## src/rtl/lead_exp_normalizer.sv

```systemverilog
// Iterative block-floating-point compressor: 32-bit signed word to an 8-bit
// mantissa and 5-bit exponent (value ~= mantissa * 2^(exponent-7)).
//
// state    | meaning
// ---------+----------------------------------------------------------
// ST_IDLE  | waiting for start; last result held on mantissa/exponent
// ST_SHIFT | one redundant-sign left shift per enabled cycle
// ST_ROUND | round top byte, form exponent, pulse done
module lead_exp_normalizer #(
  parameter int MAX_SHIFT = 31
) (
  input  logic        clk,
  input  logic        reset,
  input  logic        clkEn,
  input  logic        start,
  input  logic [31:0] dataIn,
  output logic        busy,
  output logic        done,
  output logic [7:0]  mantissa,
  output logic [4:0]  exponent
);

  localparam logic [1:0] ST_IDLE  = 2'd0;
  localparam logic [1:0] ST_SHIFT = 2'd1;
  localparam logic [1:0] ST_ROUND = 2'd2;

  localparam logic [4:0] N_LAST = 5'(MAX_SHIFT);

  logic [1:0]  state_q, state_d;
  logic [31:0] y_q, y_d;
  logic [4:0]  n_q, n_d;
  logic        busy_q, busy_d;
  logic        done_q, done_d;
  logic [7:0]  mant_q, mant_d;
  logic [4:0]  exp_q, exp_d;

  logic [7:0]  m_raw;
  logic        guard;
  logic [7:0]  m_rounded;
  logic        normalized;

  assign m_raw      = y_q[31:24];
  assign guard      = y_q[23];
  // Only +127 can overflow; a normalized negative top byte tops out at 8'hBF.
  assign m_rounded  = (guard && (m_raw != 8'h7F)) ? (m_raw + 8'd1) : m_raw;
  assign normalized = (y_q[31] != y_q[30]);

  always_comb begin
    state_d = state_q;
    y_d     = y_q;
    n_d     = n_q;
    busy_d  = busy_q;
    done_d  = 1'b0;
    mant_d  = mant_q;
    exp_d   = exp_q;

    if (clkEn) begin
      case (state_q)
        ST_IDLE: begin
          if (start) begin
            y_d     = dataIn;
            n_d     = 5'd0;
            busy_d  = 1'b1;
            state_d = ST_SHIFT;
          end
        end
        ST_SHIFT: begin
          if (normalized || (n_q == N_LAST)) begin
            state_d = ST_ROUND;
          end else begin
            y_d = {y_q[30:0], 1'b0};
            n_d = n_q + 5'd1;
          end
        end
        ST_ROUND: begin
          // Exhausting the shift budget means the input was 0 or -1.
          if (n_q == N_LAST) begin
            mant_d = 8'h00;
            exp_d  = 5'd0;
          end else begin
            mant_d = m_rounded;
            exp_d  = N_LAST - n_q;
          end
          done_d  = 1'b1;
          busy_d  = 1'b0;
          state_d = ST_IDLE;
        end
        default: begin
          busy_d  = 1'b0;
          state_d = ST_IDLE;
        end
      endcase
    end
  end

  always_ff @(posedge clk or negedge reset) begin
    if (!reset) begin
      state_q <= ST_IDLE;
      y_q     <= 32'h0;
      n_q     <= 5'd0;
      busy_q  <= 1'b0;
      done_q  <= 1'b0;
      mant_q  <= 8'h00;
      exp_q   <= 5'd0;
    end else begin
      state_q <= state_d;
      y_q     <= y_d;
      n_q     <= n_d;
      busy_q  <= busy_d;
      done_q  <= done_d;
      mant_q  <= mant_d;
      exp_q   <= exp_d;
    end
  end

  assign busy     = busy_q;
  assign done     = done_q;
  assign mantissa = mant_q;
  assign exponent = exp_q;

endmodule

```

## config.mk

```make
export PLATFORM = sky130hd
export DESIGN_NAME = lead_exp_normalizer
export DESIGN_NICKNAME = d
export VERILOG_FILES = /design/src/rtl/lead_exp_normalizer.sv
export SDC_FILE = /design/constraint.sdc
export NUM_CORES = 1
export LEC_CHECK = 0
export ABC_AREA = 1
export CAP_MARGIN = 20
export CORE_MARGIN = 2
export CORE_UTILIZATION = 45
export CTS_BUF_LIST = sky130_fd_sc_hd__clkbuf_4 sky130_fd_sc_hd__clkbuf_8
export CTS_CLUSTER_DIAMETER = 200
export DETAILED_ROUTE_END_ITERATION = 7
export PLACE_DENSITY_LB_ADDON = 0.12
export RECOVER_POWER = 25
export SLEW_MARGIN = 5
export SYNTH_ARGS = -nofsm -noshare
export SYNTH_HDL_FRONTEND = slang
export SYNTH_SLANG_ARGS = --single-unit
```

## constraint.sdc

```tcl
create_clock -name clk -period 1.65 [get_ports clk]
set_input_delay 0.2475 -clock clk [delete_from_list [all_inputs] [get_ports clk]]
set_output_delay 0.2475 -clock clk [all_outputs]
set_load 0.02 [all_outputs]
```

==> out/summary.txt, run 1 <==
OUTCOME
-------------------------------------------------------------------------------------
Run status                                                               finished with violations
Violated checks                                                          negative setup slack

CTS
-------------------------------------------------------------------------------------
CTS H-Tree Depth                                                                    2
Clock tree from TritonCTS                                                       built
Number of buffers on the longest clock path                                         2
Count of clock tree sinks                                                          54
Clock-pin slew on the worst setup and hold paths                              0.09 ns
Clock buffers created by TritonCTS                                                  5
CTS root buffer                                                          sky130_fd_sc_hd__clkbuf_8
Clock latency of the later-clocked register in the worst-skew pair            0.30 ns

FINISH
-------------------------------------------------------------------------------------
Final Net Count                                                                   454
Fraction of layout instances using a drive strength above 1                     0.162
Design area                                                                  3620 µm²
Area growth from synthesis to final layout                                      29.8%
Most frequent standard cell in the layout excluding fill and tap cells   sky130_fd_sc_hd__nand2_1
Finished Core Util                                                              0.608
Most frequent cells in the layout                                        sky130_fd_sc_hd__nand2_1 (96), sky130_fd_sc_hd__dfrtp_1 (54), sky130_fd_sc_hd__clkdlybuf4s50_1 (49)
Number of cells in the finished layout apart from fillers                         489
Number of antenna cells inserted                                                    0

SYNTH
-------------------------------------------------------------------------------------
Post-synthesis mux area share                                                       0
Cell count after synthesis                                                        354
Register area share after synthesis                                             0.484
YS warnings                                                                         0
Fraction of the mapped netlist area in compound gates                           0.169
Fraction of the mapped netlist area in simple logic gates                       0.215
Total of flip-flops plus latches after synthesis                                   54
Synth Area in XOR/XNOR                                                        0.00628
Syn Std Cell Area                                                            2790 µm²
Fraction of the mapped netlist area in adder cells                             0.0179
Unique masters post-synth                                                          24
Largest family of logic cells by synthesized area                        simple AND/OR/NAND/NOR gates
Post-Syn Nets                                                                     394
Syn avg cell area                                                            7.88 µm²

CRITICAL PATH
-------------------------------------------------------------------------------------
Data required time at the worst endpoint                                      1.84 ns
Largest driver fanout on the critical path                                         24
Data arrival time of the critical path                                        1.85 ns
Setup CP Type                                                            register to register
CP endpoint kind                                                             register
Startpoint kind of the worst setup timing path                               register

TIMING
-------------------------------------------------------------------------------------
Worst slew margin relative to its limit                                         0.356
Setup clock skew after layout                                              0.00614 ns
Number of setup violations in the final report                                     10
Least-Margin Pin Slew                                                        0.966 ns
Peak Freq                                                                   0.603 GHz
Final worst path period share                                                    1.00
Worst-case setup margin in the final layout                               -0.00806 ns
Final setup TNS                                                            -0.0448 ns
Setup repair after global routing missed its margin                               yes
Hold slack                                                                   0.484 ns
Final Hold Fails                                                                    0
Clock period minus worst slack                                                1.66 ns
Max-slew violation total from the final report                                      0

ROUTING
-------------------------------------------------------------------------------------
DR pass1 iterations                                                                 4
Vias per cell                                                                    4.84
Iter 0 DRT Violations                                                             102
Routed length per instance                                                    11.4 µm
Number of nets with antenna violations after detailed routing                       0
Via count                                                                        2367
Wire length after detailed routing                                            5.59 mm
# DRC                                                                               0

POWER
-------------------------------------------------------------------------------------
Total power draw                                                              6.05 mW
Peak supply drop                                                               816 µV
PD cells                                                                  1670 nW/µm²
Leakage power of the design                                                   1.73 nW

PLACEMENT
-------------------------------------------------------------------------------------
Cell count after placement                                                        480
Placed cell area                                                             3460 µm²
Input/output buffers                                                               50
Worst-case setup slack after placement                                     -0.0307 ns
HPWL Detailed                                                                 4.10 mm
Final weighted congestion of routability-driven global placement                0.873

GLOBAL ROUTING
-------------------------------------------------------------------------------------
Global-route wire length before repair                                        9.72 mm
Largest net degree at the start of global routing                                  43
Total congestion overflow                                                           0
Global router's overall resource usage                                          0.187
Antenna violations before repair                                                    0
Number of global-route vias before repair                                        2143

FLOORPLANNING
-------------------------------------------------------------------------------------
Die Y-Extent                                                                  82.7 µm
Die Outline Area                                                             6850 µm²
Die X-Extent                                                                  82.7 µm
Initial cell density of the core                                                0.468
Area of the core                                                             5960 µm²
Number of I/O pins                                                                 51
Row count                                                                          28

HOLD PATH
-------------------------------------------------------------------------------------
Worst min path class                                                     register to register

JOB
-------------------------------------------------------------------------------------
MaxCap Viol Count                                                                   0

cell type report:
class,instances,area [µm²]
Fill cell,549,2330
Clock inverter,1,30.0
Inverter,49,186
Timing Repair Buffer,68,666
Sequential cell,54,1350
Multi-Input combinational cell,236,1210
Tap cell,75,93.8
Clock buffer,6,82.6
cell usage after synthesis, drive strengths merged:
library cell	number	area (µm²)
nand4	3	18.8
dfrtp	54	1350
xor2	1	8.76
nor2	14	57.6
a21boi	1	18.8
xnor2	1	8.76
a22oi	1	7.51
nand2	117	439
ha	4	50.1
nor3	1	5.00
o211ai	1	7.51
o21ai	76	437
clkbuf	6	23.8
inv	49	184
nand3	16	80.1
buf	9	92.6
worst paths after layout:
| kind | endpoint | slack [ns] | cells past startpoint | start |
|---|---|---|---|---|
| setup / recovery | y_q[4] | -0.008 | 12 | n_q[1] |
| hold / removal | mantissa[5] | 0.48 | 2 | mantissa[5] |
| setup reg to reg | y_q[4] | -0.008 | 12 | n_q[1] |
| hold reg to reg | mantissa[5] | 0.48 | 2 | mantissa[5] |
| max in group asynchronous | y_q[5] | 0.34 | 3 | reset |
| min in group asynchronous | exponent[4] | 0.53 | 3 | reset |
flip-flops by register name, indices dropped and copies added (netlist names):
register and flops:
y_q 32, exponent 5, busy 1, state_q 2
n_q 5, done 1, mantissa 8
where the power goes:
group          switching (mW)  internal, mW  total [mW]
Combinational            1.74          1.24        2.98
Sequential              0.283          1.90        2.18
Clock                   0.412         0.486       0.898
Total                    2.44          3.62        6.05
per-layer routing:
| layer | wire length, µm | track usage | vias to the layer above |
|---|---|---|---|
| met5 | 0 | 0 | - |
| met4 | 55 | 0.0459 | 0 |
| met3 | 237 | 0.0457 | 5 |
| met2 | 2610 | 0.303 | 38 |
| met1 | 2690 | 0.253 | 1083 |
| li1 | - | - | 1241 |
kinds of logic after synthesis:
kind of cell    Yosys count
compound gates           79
xor+xnor                  2
simple gates            151
flops                    54
fa+ha+maj                 4
buf+inv                  64
what timing repair did:
item | 4_1_cts | 5_1_grt
endpoints found under the setup margin | 34 | 46
hold buffers | 1 | 0
endpoints found under the hold margin | 19 | 0
gates resized for setup | 12 | 14
setup buffers | 0 | 1
critical path, cell delays in order, from the launching register on:
cell and delay [ns]:
sky130_fd_sc_hd__dfrtp_1 0.37, sky130_fd_sc_hd__ha_2 0.18, sky130_fd_sc_hd__nand2_1 0.05, sky130_fd_sc_hd__nor2_1 0.09, sky130_fd_sc_hd__ha_2 0.20, sky130_fd_sc_hd__inv_2 0.04, sky130_fd_sc_hd__nand2_2 0.06, sky130_fd_sc_hd__nor2_4 0.04
sky130_fd_sc_hd__o21ai_4 0.16, sky130_fd_sc_hd__inv_4 0.08, sky130_fd_sc_hd__buf_12 0.16, sky130_fd_sc_hd__nand2_1 0.06, sky130_fd_sc_hd__o21ai_1 0.06
(Power assumes the default switching activity.)
==> run 2, diff against run 1 <==
--- a/config.mk
+++ b/config.mk
@@ -11,8 +11,9 @@
 export CORE_UTILIZATION = 45
 export CTS_BUF_LIST = sky130_fd_sc_hd__clkbuf_4 sky130_fd_sc_hd__clkbuf_8
 export CTS_CLUSTER_DIAMETER = 200
+export CTS_CLUSTER_SIZE = 40
 export DETAILED_ROUTE_END_ITERATION = 7
-export PLACE_DENSITY_LB_ADDON = 0.12
+export PLACE_DENSITY = 0.73
 export RECOVER_POWER = 25
 export SLEW_MARGIN = 5
 export SYNTH_ARGS = -nofsm -noshare
==> run 2 against run 1 <==
  * The run now ends clean
  * Count of clock-buffer cells in the layout unchanged
  * Hold slack improved by 0.0016 ns
  * Sequential cell count unchanged
  * Routed wire length increased by 2.9%
  * Critical endpoint is now y_q[1]
  * Largest power group unchanged
  * Highest routed layer unchanged
==> out/summary.txt, run 2 (same netlist as run 1, synthesis figures left out) <==
HOLD PATH
-------------------------------------------------------------------------------------
Instance count along the most critical hold path                                    2
Startpoint of the tightest hold check path                                mantissa[0]
WHS Endpoint                                                              mantissa[0]
Worst min path class                                                     register to register

ROUTING
-------------------------------------------------------------------------------------
Number of nets with antenna violations after detailed routing                       0
Iter 0 DRT Violations                                                             165
Via count                                                                        2390
Wire length after detailed routing                                            5.75 mm
Routed length per instance                                                    11.7 µm
# DRC                                                                               0
Vias per cell                                                                    4.88
DR pass1 iterations                                                                 4

CRITICAL PATH
-------------------------------------------------------------------------------------
Startpoint kind of the worst setup timing path                               register
Start of the worst register-to-register path                                   n_q[1]
Setup CP Type                                                            register to register
Minimum setup slack among reg-to-reg paths                                   0.001 ns
Slowest cell on crit path                                                sky130_fd_sc_hd__dfrtp_1
CP endpoint kind                                                             register
Worst reg2reg path depth                                                           12
Largest driver fanout on the critical path                                         23
Crit-path max cell delay                                                      0.36 ns
Worst r2r dst                                                                  y_q[1]
Cells along the critical path                                            ha_2 > nand2_1 > nor2_1 > ha_2 > inv_2 > nand2_2 > nor2_4 > o21ai_4 > inv_4 > buf_12 > nand2_1 > o21ai_0
Data required time at the worst endpoint                                      1.84 ns
Data arrival time of the critical path                                        1.83 ns

FLOORPLANNING
-------------------------------------------------------------------------------------
Initial cell density of the core                                                0.468
Row count                                                                          28
Die Outline Area                                                             6850 µm²
Number of I/O pins                                                                 51
Die Y-Extent                                                                  82.7 µm
Area of the core                                                             5960 µm²
Die X-Extent                                                                  82.7 µm

POWER
-------------------------------------------------------------------------------------
PD cells                                                                  1630 nW/µm²
Total power draw                                                              5.89 mW
Peak supply drop                                                               871 µV
Leakage power of the design                                                   1.72 nW

FINISH
-------------------------------------------------------------------------------------
Final Net Count                                                                   455
Number of flip-flops in the largest register                                       32
Most frequent standard cell in the layout excluding fill and tap cells   sky130_fd_sc_hd__nand2_1
Biggest register                                                                  y_q
Number of cells in the finished layout apart from fillers                         490
Fraction of layout instances using a drive strength above 1                     0.149
Number of antenna cells inserted                                                    0
Area growth from synthesis to final layout                                      29.4%
Finished Core Util                                                              0.606
Most frequent cells in the layout                                        sky130_fd_sc_hd__nand2_1 (104), sky130_fd_sc_hd__dfrtp_1 (54), sky130_fd_sc_hd__clkdlybuf4s50_1 (49)
Design area                                                                  3610 µm²

CTS
-------------------------------------------------------------------------------------
Clock latency of the later-clocked register in the worst-skew pair            0.30 ns
Clock buffers created by TritonCTS                                                  5
CTS root buffer                                                          sky130_fd_sc_hd__clkbuf_8
Clock-pin slew on the worst setup and hold paths                              0.09 ns
Clock tree from TritonCTS                                                       built
Number of buffers on the longest clock path                                         2
Count of clock tree sinks                                                          54
CTS H-Tree Depth                                                                    2

GLOBAL ROUTING
-------------------------------------------------------------------------------------
Grt met1 use                                                                    0.217
Total congestion overflow                                                           0
Global router's overall resource usage                                          0.185
Number of global-route vias before repair                                        2267
Antenna violations before repair                                                    0
M3 GR Usage                                                                    0.0283
Largest net degree at the start of global routing                                  66
Global-route layer with the greatest usage                                       met2
Global-route wire length before repair                                        9.69 mm
Fraction of met2 tracks used by global routing                                  0.340

JOB
-------------------------------------------------------------------------------------
MaxCap Viol Count                                                                   0

TIMING
-------------------------------------------------------------------------------------
Setup repair after global routing missed its margin                               yes
Setup clock skew after layout                                               0.0105 ns
Clock period minus worst slack                                                1.65 ns
Worst slew margin relative to its limit                                         0.415
Final worst path period share                                                   0.999
Peak Freq                                                                   0.606 GHz
Max-slew violation total from the final report                                      0
Final Hold Fails                                                                    0
Number of setup violations in the final report                                      0
Worst-case setup margin in the final layout                               0.000998 ns
Least-Margin Pin Slew                                                        0.877 ns

PLACEMENT
-------------------------------------------------------------------------------------
Placed cell area                                                             3480 µm²
HPWL Detailed                                                                 4.30 mm
Final weighted congestion of routability-driven global placement                0.825
Input/output buffers                                                               50
Cell count after placement                                                        479
Worst-case setup slack after placement                                     -0.0375 ns

OUTCOME
-------------------------------------------------------------------------------------
Run status                                                               complete, no violations

## run 2: where the power goes
part / internal, mW / total [mW] / leakage, nW / switching, mW
clock: 0.309 / 0.723 / 0.0407 / 0.414
combinational: 1.25 / 2.98 / 1.00 / 1.72
sequential: 1.90 / 2.19 / 0.680 / 0.294
## run 2: cell type report
class	instances	area [µm²]
Fill cell	552	2350
Sequential cell	54	1350
Multi-Input combinational cell	236	1200
Timing Repair Buffer	69	693
Inverter	49	186
Tap cell	75	93.8
Clock buffer	6	76.3
Clock inverter	1	7.51
## run 2: metrics by stage
step           setup TNS, ns  hold slack, ns
4_1_cts                    0           0.390
3_5_place_dp         -0.0940           0.191
6_report                   0           0.486
2_1_floorplan          -2.77         -0.0481
5_1_grt                -2.98           0.515
3_3_place_gp               0           0.183
## run 2: timing repair
item / 4_1_cts / 5_1_grt
endpoints found under the hold margin: 15 / 0
setup endpoints to repair: 17 / 35
hold buffers: 1 / 0
setup buffers: 2 / 1
gates resized for setup: 2 / 15
## run 2: worst max-delay path: cells and delay by family (launching register included)
kind,cells,cell delay [ns]
DFF,1,0.36
and+or+nand+nor,5,0.29
adders and majority gates,2,0.38
AOI/OAI and AO/OA,2,0.22
buffers and inverters,3,0.27
## run 2: routing by layer
metal	share of wire	routed length, µm
met1	0.44	2510
met2	0.53	3020
met3	0.027	157
met4	0.012	68
met5	0	0
## run 2: how the worst max path moves through the flow
stage	startpoint	endpoint	slack, ns
6_report	n_q[1]	y_q[1]	0.001
5_1_grt	n_q[1]	y_q[1]	-0.1
4_1_cts	n_q[1]	y_q[4]	0.003
3_5_place_dp	n_q[0]	exponent[1]	-0.04
3_3_place_gp	n_q[0]	y_q[4]	0.03
2_1_floorplan	n_q[0]	y_q[10]	-0.11
==> run 3, diff against run 2 <==
--- a/config.mk
+++ b/config.mk
@@ -6,14 +6,12 @@
 export NUM_CORES = 1
 export LEC_CHECK = 0
 export ABC_AREA = 1
-export CAP_MARGIN = 20
 export CORE_MARGIN = 2
-export CORE_UTILIZATION = 45
+export CORE_UTILIZATION = 30
 export CTS_BUF_LIST = sky130_fd_sc_hd__clkbuf_4 sky130_fd_sc_hd__clkbuf_8
 export CTS_CLUSTER_DIAMETER = 200
 export CTS_CLUSTER_SIZE = 40
 export DETAILED_ROUTE_END_ITERATION = 7
-export PLACE_DENSITY = 0.73
 export RECOVER_POWER = 25
 export SLEW_MARGIN = 5
 export SYNTH_ARGS = -nofsm -noshare
==> constraint.sdc (replaced) <==
create_clock -name clk -period 1.33 [get_ports clk]
set_input_delay 0.1995 -clock clk [delete_from_list [all_inputs] [get_ports clk]]
set_output_delay 0.1995 -clock clk [all_outputs]
set_load 0.02 [all_outputs]
==> run 3 against run 2 <==
  * The run now ends with negative setup slack left
  * Core utilization is 19 points lower
  * Worst setup slack worse by 0.35 ns
  * Total power is 30% higher
  * First-iteration DRC count is 30% lower
  * Clock power is 56% higher
  * Maximum frequency is 1.8% lower
  * Combinational power is 31% higher
  * Count of clock-buffer cells in the layout stayed put
  * Global-route usage is 5.4 points lower
==> out/summary.txt, run 3 (same netlist as run 1, synthesis figures left out) <==
OUTCOME
-------------------------------------------------------------------------------------
Run status                                                               finished with violations
Violated checks                                                          negative setup slack

FINISH
-------------------------------------------------------------------------------------
Most frequent cells in the layout                                        sky130_fd_sc_hd__nand2_1 (99), sky130_fd_sc_hd__dfrtp_1 (54), sky130_fd_sc_hd__inv_1 (46)
Multi-input gate area                                                        1270 µm²
Biggest register                                                                  y_q
Filler Cell Count                                                                 933
Number of cells in the finished layout apart from fillers                         541
Number of flip-flops in the largest register                                       32
Design area                                                                  3840 µm²
Final Net Count                                                                   469
Fraction of layout instances using a drive strength above 1                     0.212
Area growth from synthesis to final layout                                      37.5%
Most frequent standard cell in the layout excluding fill and tap cells   sky130_fd_sc_hd__nand2_1
Sequential cell area                                                         1350 µm²
Number of antenna cells inserted                                                    0

POWER
-------------------------------------------------------------------------------------
Total power draw                                                              7.69 mW
Sequential share of power                                                       0.347
Share of power burned in combinational logic                                    0.506
PD cells                                                                  2000 nW/µm²
Peak supply drop                                                               659 µV
Leakage power of the design                                                   1.87 nW
Switching Fraction                                                              0.412
Power Internal                                                                4.52 mW
Clk pwr share                                                                   0.147
Net load switching power                                                      3.17 mW

TIMING
-------------------------------------------------------------------------------------
Clock period minus worst slack                                                1.68 ns
Worst slew margin relative to its limit                                         0.513
Number of setup violations in the final report                                     52
Least-Margin Pin Slew                                                        0.730 ns
Peak Freq                                                                   0.595 GHz
Worst-case setup margin in the final layout                                 -0.350 ns
Final Hold Fails                                                                    0
Final worst path period share                                                    1.26
Max-slew violation total from the final report                                      0
Setup clock skew after layout                                              0.00836 ns
Setup repair after global routing missed its margin                               yes

CRITICAL PATH
-------------------------------------------------------------------------------------
Data arrival time of the critical path                                        1.87 ns
Startpoint kind of the worst setup timing path                               register
Setup CP Type                                                            register to register
Cells along the critical path                                            ha_2 > nand2_1 > nor2_1 > ha_2 > inv_2 > nand2_4 > nor2_4 > o21ai_4 > inv_4 > buf_12 > nand2_1 > o21ai_0
Slowest cell on crit path                                                sky130_fd_sc_hd__dfrtp_1
Critical path's top delay family                                          adder cells
Data required time at the worst endpoint                                      1.52 ns
Crit-path max cell delay                                                      0.36 ns
CP endpoint kind                                                             register
Buffer and inverter count on the worst path                                         3
Largest driver fanout on the critical path                                         23

ROUTING
-------------------------------------------------------------------------------------
Number of nets with antenna violations after detailed routing                       0
# DRC                                                                               0
Via count                                                                        2415
Wire length after detailed routing                                            6.01 mm
Routed length per instance                                                    11.1 µm
Vias per cell                                                                    4.46
DR pass1 iterations                                                                 5
Iter 0 DRT Violations                                                             115

FLOORPLANNING
-------------------------------------------------------------------------------------
Number of I/O pins                                                                 51
Initial cell density of the core                                                0.305
Die X-Extent                                                                   100 µm
Die Y-Extent                                                                   100 µm
Die Outline Area                                                            10100 µm²
Area of the core                                                             9150 µm²
Row count                                                                          35

CTS
-------------------------------------------------------------------------------------
Count of clock tree sinks                                                          54
CTS root buffer                                                          sky130_fd_sc_hd__clkbuf_8
Clock latency of the later-clocked register in the worst-skew pair            0.31 ns
Number of buffers on the longest clock path                                         2
Clock tree from TritonCTS                                                       built
CTS H-Tree Depth                                                                    2
Clock-pin slew on the worst setup and hold paths                              0.10 ns
Clock buffers created by TritonCTS                                                  5

PLACEMENT
-------------------------------------------------------------------------------------
HPWL Detailed                                                                 4.41 mm
Final weighted congestion of routability-driven global placement                0.860
Placed cell area                                                             3590 µm²
Cell count after placement                                                        528
Input/output buffers                                                               50

GLOBAL ROUTING
-------------------------------------------------------------------------------------
Global router's overall resource usage                                          0.131
Global-route wire length before repair                                        10.7 mm
Total congestion overflow                                                           0
Largest net degree at the start of global routing                                  55
Number of global-route vias before repair                                        2444
Antenna violations before repair                                                    0

JOB
-------------------------------------------------------------------------------------
MaxCap Viol Count                                                                   0

HOLD PATH
-------------------------------------------------------------------------------------
Worst min path class                                                     register to register

## run 3: cell count changes in the layout (fill, tap and decap cells not counted), moves of 5 or more
cell,previous run,this run
sky130_fd_sc_hd__dlygate4sd2_1,0,15
sky130_fd_sc_hd__nand3_1,16,10
sky130_fd_sc_hd__o21ai_1,15,21
sky130_fd_sc_hd__buf_4,13,23
sky130_fd_sc_hd__nand3_2,0,6
sky130_fd_sc_hd__clkdlybuf4s50_1,49,34
sky130_fd_sc_hd__o21ai_0,44,37
sky130_fd_sc_hd__nand2_1,104,99
## run 3: power groups by stage
stage | logic, mW | clock network (mW) | registers, mW
4_1_cts | 3.78 | 1.18 | 2.67
6_report | 3.89 | 1.13 | 2.67
3_3_place_gp | 3.71 | 0 | 2.70
5_1_grt | 4.42 | 1.23 | 2.77
2_1_floorplan | 2.30 | 0 | 2.93
3_5_place_dp | 3.78 | 0 | 2.72
## run 3: worst paths after layout
kind	start	slack, ns	end	cells past startpoint
worst min register to register	mantissa[3]	0.48	mantissa[3]	2
worst max register to register	n_q[0]	-0.35	y_q[5]	12
min in group asynchronous	reset	0.59	done	3
max in group asynchronous	reset	0.26	y_q[30]	3
worst min-delay path	mantissa[3]	0.48	mantissa[3]	2
worst max-delay path	n_q[0]	-0.35	y_q[5]	12
## run 3: per-stage QoR
step	setup slack (ns)	hold slack [ns]	util	setup TNS, ns
6_report	-0.350	0.478	0.419	-15.88
5_1_grt	-0.453	0.505	0.419	-20.73
4_1_cts	-0.369	0.418	0.414	-16.92
3_5_place_dp	-0.368	0.221	0.393	-15.07
3_3_place_gp	-0.304	0.220	0.393	-12.94
2_1_floorplan	-0.429	-0.0961	-	-14.35
## run 3: area by class of cell
class | instances | area share
multi-input cells | 236 | 0.330
inverters | 49 | 0.0486
flip-flops and latches | 54 | 0.352
well taps | 111 | 0.0362
clock inverters | 2 | 0.00978
clock buffers | 6 | 0.0199
repair buffers | 83 | 0.203
## run 3: worst register-to-register path, cell delays in order (launching register included)
cell	delay, ns
sky130_fd_sc_hd__dfrtp_1	0.36
sky130_fd_sc_hd__ha_2	0.17
sky130_fd_sc_hd__nand2_1	0.05
sky130_fd_sc_hd__nor2_1	0.11
sky130_fd_sc_hd__ha_2	0.20
sky130_fd_sc_hd__inv_2	0.04
sky130_fd_sc_hd__nand2_4	0.06
sky130_fd_sc_hd__nor2_4	0.04
sky130_fd_sc_hd__o21ai_4	0.15
sky130_fd_sc_hd__inv_4	0.08
sky130_fd_sc_hd__buf_12	0.16
sky130_fd_sc_hd__nand2_1	0.06
sky130_fd_sc_hd__o21ai_0	0.07
## run 3: per-layer routing
layer	vias up	global-route usage	wire (µm)	share of wire
met5	-	0	0	0
met2	39	0.224	2890	0.48
met4	0	0.0527	129	0.021
li1	1271	-	-	-
met1	1096	0.163	2770	0.46
met3	9	0.0258	216	0.036
## run 3: repair_timing
| item | in CTS | in global routing |
|---|---|---|
| hold endpoints to repair | 54 | 0 |
| gates resized for setup | 40 | 21 |
| setup endpoints to repair | 67 | 52 |
| hold buffers | 1 | 0 |
| buffers inserted | 3 | 2 |
| pin swaps | 16 | 6 |
